--- config.mk ---
export PLATFORM = sky130hd
export DESIGN_NAME = fetch_unit
export DESIGN_NICKNAME = d
export VERILOG_FILES = /design/src/rtl/nanorisc_pkg.sv /design/src/rtl/fetch_unit.sv
export SDC_FILE = /design/constraint.sdc
export NUM_CORES = 1
export LEC_CHECK = 0
export CAP_MARGIN = 40
export CORE_AREA = 2 2 58 60
export CTS_CLUSTER_SIZE = 12
export DETAILED_ROUTE_END_ITERATION = 8
export DIE_AREA = 0 0 60 62
export GPL_ROUTABILITY_DRIVEN = 0
export PLACE_DENSITY = 0.79
export SYNTH_ARGS = -nofsm -noshare
export SYNTH_HDL_FRONTEND = slang
export SYNTH_SLANG_ARGS = --single-unit
--- constraint.sdc ---
create_clock -name clock -period 2.9 [get_ports clock]
set_input_delay 0.435 -clock clock [delete_from_list [all_inputs] [get_ports clock]]
set_output_delay 0.435 -clock clock [all_outputs]
set_load 0.1 [all_outputs]
--- src/rtl/nanorisc_pkg.sv ---
// Shared nanoRISC definitions: default datapath widths and the fetch FSM state type.
package nanorisc_pkg;

  localparam int ADDR_W_DEF = 8;
  localparam int DATA_W_DEF = 8;
  localparam logic [7:0] FETCH_COUNT_MAX = 8'd255;

  typedef enum logic [1:0] {
    ST_IDLE = 2'd0,
    ST_REQ  = 2'd1,
    ST_HOLD = 2'd2
  } fetch_state_t;

endpackage

--- src/rtl/fetch_unit.sv ---
// Instruction fetch: one outstanding read, a single-entry instruction holding
// register toward decode, and redirect handling that drops stale read data.
module fetch_unit
  import nanorisc_pkg::*;
#(
  parameter int ADDR_W = ADDR_W_DEF,
  parameter int DATA_W = DATA_W_DEF
) (
  input  logic              clock,
  input  logic              reset,
  input  logic [ADDR_W-1:0] pc,
  output logic [ADDR_W-1:0] next_pc,
  output logic              PCWrite,
  output logic              imem_rd,
  output logic [ADDR_W-1:0] imem_addr,
  input  logic [DATA_W-1:0] imem_data,
  input  logic              imem_ack,
  output logic [DATA_W-1:0] instr,
  output logic              instr_valid,
  input  logic              instr_ready,
  input  logic              redirect,
  input  logic [ADDR_W-1:0] redirect_target,
  output logic [7:0]        fetch_count,
  output fetch_state_t      fsm_state
);

  // Handshakes: imem_rd stays high from request until the cycle imem_ack is
  // seen; instr is transferred to decode in a cycle with instr_valid and
  // instr_ready both high, and instr is held stable while valid and not ready.

  fetch_state_t state, state_next;
  logic         drop, drop_next;
  logic         instr_load;
  logic         valid_set;
  logic         valid_clr;
  logic         count_inc;
  logic         pc_write;
  logic [ADDR_W-1:0] pc_target;
  logic         rd_req;

  always_ff @(posedge clock) begin
    if (reset) begin
      state       <= ST_IDLE;
      drop        <= 1'b0;
      instr       <= '0;
      instr_valid <= 1'b0;
      fetch_count <= '0;
    end else begin
      state <= state_next;
      drop  <= drop_next;
      if (instr_load) begin
        instr <= imem_data;
      end
      if (valid_set) begin
        instr_valid <= 1'b1;
      end else if (valid_clr) begin
        instr_valid <= 1'b0;
      end
      if (count_inc && (fetch_count != FETCH_COUNT_MAX)) begin
        fetch_count <= fetch_count + 8'd1;
      end
    end
  end

  always_comb begin
    state_next = state;
    drop_next  = drop;
    instr_load = 1'b0;
    valid_set  = 1'b0;
    valid_clr  = 1'b0;
    count_inc  = 1'b0;
    pc_write   = 1'b0;
    pc_target  = '0;
    rd_req     = 1'b0;

    case (state)
      ST_IDLE: begin
        state_next = ST_REQ;
        if (redirect) begin
          pc_write  = 1'b1;
          pc_target = redirect_target;
        end
      end

      ST_REQ: begin
        rd_req = 1'b1;
        if (redirect) begin
          pc_write  = 1'b1;
          pc_target = redirect_target;
          // An ack this cycle retires the stale read; otherwise the read in
          // flight belongs to the old path and its data must be thrown away.
          drop_next = !imem_ack;
        end else if (imem_ack) begin
          if (drop) begin
            drop_next = 1'b0;
          end else begin
            instr_load = 1'b1;
            valid_set  = 1'b1;
            pc_write   = 1'b1;
            pc_target  = pc + ADDR_W'(1);
            state_next = ST_HOLD;
          end
        end
      end

      ST_HOLD: begin
        if (redirect) begin
          pc_write   = 1'b1;
          pc_target  = redirect_target;
          valid_clr  = 1'b1;
          state_next = ST_REQ;
        end else if (instr_ready) begin
          valid_clr  = 1'b1;
          count_inc  = 1'b1;
          state_next = ST_REQ;
        end
      end

      default: begin
        state_next = ST_IDLE;
        drop_next  = 1'b0;
      end
    endcase

    // Reset abandons any read and suppresses PC updates in the same cycle.
    if (reset) begin
      rd_req    = 1'b0;
      pc_write  = 1'b0;
      pc_target = '0;
    end
  end

  assign imem_rd   = rd_req;
  assign imem_addr = pc;
  assign PCWrite   = pc_write;
  assign next_pc   = pc_target;
  assign fsm_state = state;

endmodule

==> results.sh <==
export IMPL_status="finished, final reports clean"
export IMPL_die_area_um2=3720
export IMPL_worstPathArrival_ns=2.10
export IMPL_hold_viol=0
export IMPL_drt_iter0_markers=56
export IMPL_cts_tree="yes"
export IMPL_nets=227
export IMPL_fmax_mhz=394
export IMPL_path_clk_slew_ns=0.12
export IMPL_synth_flop_cell="dfxtp_1"
export IMPL_regToRegSetupSlack_ns=1.31
export IMPL_clock_skew_ns=0.00570
export IMPL_grt_pass1_vias=1033
export IMPL_seq_area_frac_synth=0.334
export IMPL_max_cap_violations=0
export IMPL_drive_gt1_frac=0.313
export IMPL_finalSetupViolCount=0
export IMPL_fin_crit_sh=0.876
export IMPL_num_antenna_cells=0
export IMPL_worstPathMaxFanout=5
export IMPL_finalNonFillerCells=241
export IMPL_firstDrtPassIters=3
export IMPL_dp_hpwl_um=2420
export IMPL_synth_edf_count=0
export IMPL_yosys_register_bits=20
export IMPL_std_cell_rows=21
export IMPL_yosysWarnings=0
export IMPL_setup_tns_ns=0
export IMPL_path_class="primary input to output pin"
export IMPL_antenna_found_initial=0
export IMPL_post_cts_buffers=0
export IMPL_grt_usage=0.158
export IMPL_portBuffers=65
export IMPL_drv_slew=0
export IMPL_ctsResizeCount=0
export IMPL_grt_ovfl_total=0
export IMPL_min_period_ns=2.54
export IMPL_whs_path_depth=2
export IMPL_ff2ff_path_depth=4
export IMPL_cts_hold_fix_buffers=0
export IMPL_slew_headroom=0.731
export IMPL_drc=0
export IMPL_async_reset_ff_frac=0
export IMPL_cellPowerDensity_nw_per_um2=425
export IMPL_cts_max_level=1
export IMPL_start_util=0.377
export IMPL_hold_ws_ns=0.505
export IMPL_grt_pass1_wl_um=4440
export IMPL_cts_inserted_buffers=3
export IMPL_synth_distinct_cells=39
export IMPL_cp_required_ns=2.47
export IMPL_yosysTopAreaCell="dfxtp_1"
export IMPL_dpl_cell_count=237
export IMPL_drt_antenna_violating_nets=0
export IMPL_total_power_uw=827
export IMPL_hold_class="register to register"
export IMPL_pin_count=66
export IMPL_timing_rr_end="fetch_count[7]"
export IMPL_synth_fp_nets=167
export IMPL_routed_via_density=5.00
export IMPL_synth_commonest_cells="nor2_1, dfxtp_1, mux2i_1, buf_4, xor2_1"
export IMPL_final_util=0.612
export IMPL_cp_end_kind="output pin"
export IMPL_hp_start="instr_valid"
export IMPL_cts_path_max_buffers=2
export IMPL_area_growth_pct=62.6
export IMPL_die_w_um=60
export IMPL_clock_sinks=20
export IMPL_synthesis_area_um2=1200
export IMPL_yosysTopAreaCellShare=0.334
export IMPL_worst_slew_pin_slew_ns=0.403
export IMPL_r2r_start="fsm_state[1]"
export IMPL_routedWlPerCell_um=12.8
export IMPL_root_buffer="clkbuf_4"
export IMPL_hold_end="instr_valid"
export IMPL_syn_avg_cell_area_um2=8.80
export IMPL_core_area_um2=3180
export IMPL_ir_worst_vdd_mv=0.258
export IMPL_synthCells=136
export IMPL_leakage_nw=0.785
export IMPL_grt_max_degree=23
export IMPL_yosysMostFrequentCell="nor2_1"
export IMPL_synthTopCellsByArea="dfxtp_1, nor2_1, mux2i_1"
export IMPL_rsz0062_at_grt="false"
export IMPL_routed_wirelength_um=3080
export IMPL_worst_skew_pair_late_latency_ns=0.30
export IMPL_timing_critical_path_from_type="primary input"
export IMPL_dieHeight_um=62
export IMPL_vias=1206
[logic make-up (layout without fill, tap and decap cells)]
kind of cell	after synthesis	after routing	share of synthesized area
simple gates	60	60	0.292
flops	20	20	0.334
compound gates	19	19	0.110
buf+inv	14	73	0.0752
mux	12	12	0.102
xor+xnor	9	9	0.0658
fa+ha+maj	2	2	0.0209
[cell usage in the layout (no fill, tap or decap), types with 2 or more instances in the layout]
cell type | Yosys | layout
nand2_1 | 6 | 6
nand3_1 | 6 | 6
buf_12 | 0 | 10
clkbuf_4 | 0 | 3
nor2_2 | 0 | 4
nor3_2 | 1 | 2
o21ai_2 | 0 | 2
dfxtp_1 | 20 | 19
inv_1 | 2 | 2
mux2i_1 | 10 | 10
xor2_1 | 7 | 7
and3_1 | 3 | 3
xnor2_1 | 2 | 2
a21oi_1 | 4 | 4
o21ai_0 | 5 | 3
nor2_1 | 27 | 23
a22oi_1 | 3 | 3
ha_1 | 2 | 2
nand4_1 | 3 | 3
nor2b_1 | 2 | 2
buf_4 | 8 | 29
o211ai_1 | 2 | 2
clkdlybuf4s50_1 | 0 | 28
[through the flow]
stage / setup WS (ns) / instance area [µm²]
6_report: 0.361 / 1950
5_1_grt: 0.253 / 1950
4_1_cts: 0.356 / 1950
3_5_place_dp: 0.361 / 1890
3_3_place_gp: 0.402 / 1890
2_1_floorplan: 0.0170 / 1220
[worst max path at each step]
stage                       startpoint         end  slack (ns)  cells past startpoint
after floorplan           fsm_state[1]  next_pc[0]        0.02                      3
after global placement           pc[0]  next_pc[7]        0.40                      6
after detailed placement         pc[0]  next_pc[7]        0.36                      6
after CTS                        pc[0]  next_pc[7]        0.36                      6
after global routing             pc[0]  next_pc[7]        0.25                      6
final                            pc[0]  next_pc[7]        0.36                      6
[worst max-delay path, stage by stage]
cell,delay [ns]
clkdlybuf4s50_1,0.55
and4_1,0.23
nand4_1,0.13
or4_1,0.41
nand3_1,0.15
buf_12,0.19
[metal layers]
layer,vias to the layer above,GRT usage,wire (µm)
met2,46,0.292,1580
met1,565,0.186,1310
met3,2,0.0290,184
met5,-,0,0
li1,593,-,-
met4,0,0.0444,8
[flip-flops by register name, summed over array words and instances, names as in the netlist]
register     count
fsm_state        2
drop             1
instr_valid      1
instr            8
fetch_count      8
[power by group]
group / internal [mW] / switching (mW) / leakage, nW
Combinational: 0.103 / 0.204 / 0.595
Clock: 0.140 / 0.0889 / 0.0279
Sequential: 0.283 / 0.00917 / 0.162
[cell type report]
cell class              instances  area [µm²]
fillers                       270        1230
multi-input cells             102         729
repair buffers                 67         698
flip-flops and latches         20         402
well taps                      46        57.6
clock inverters                 1        30.0
clock buffers                   3        22.5
inverters                       2        7.51
Note: power is estimated with default switching activity, not from simulation.
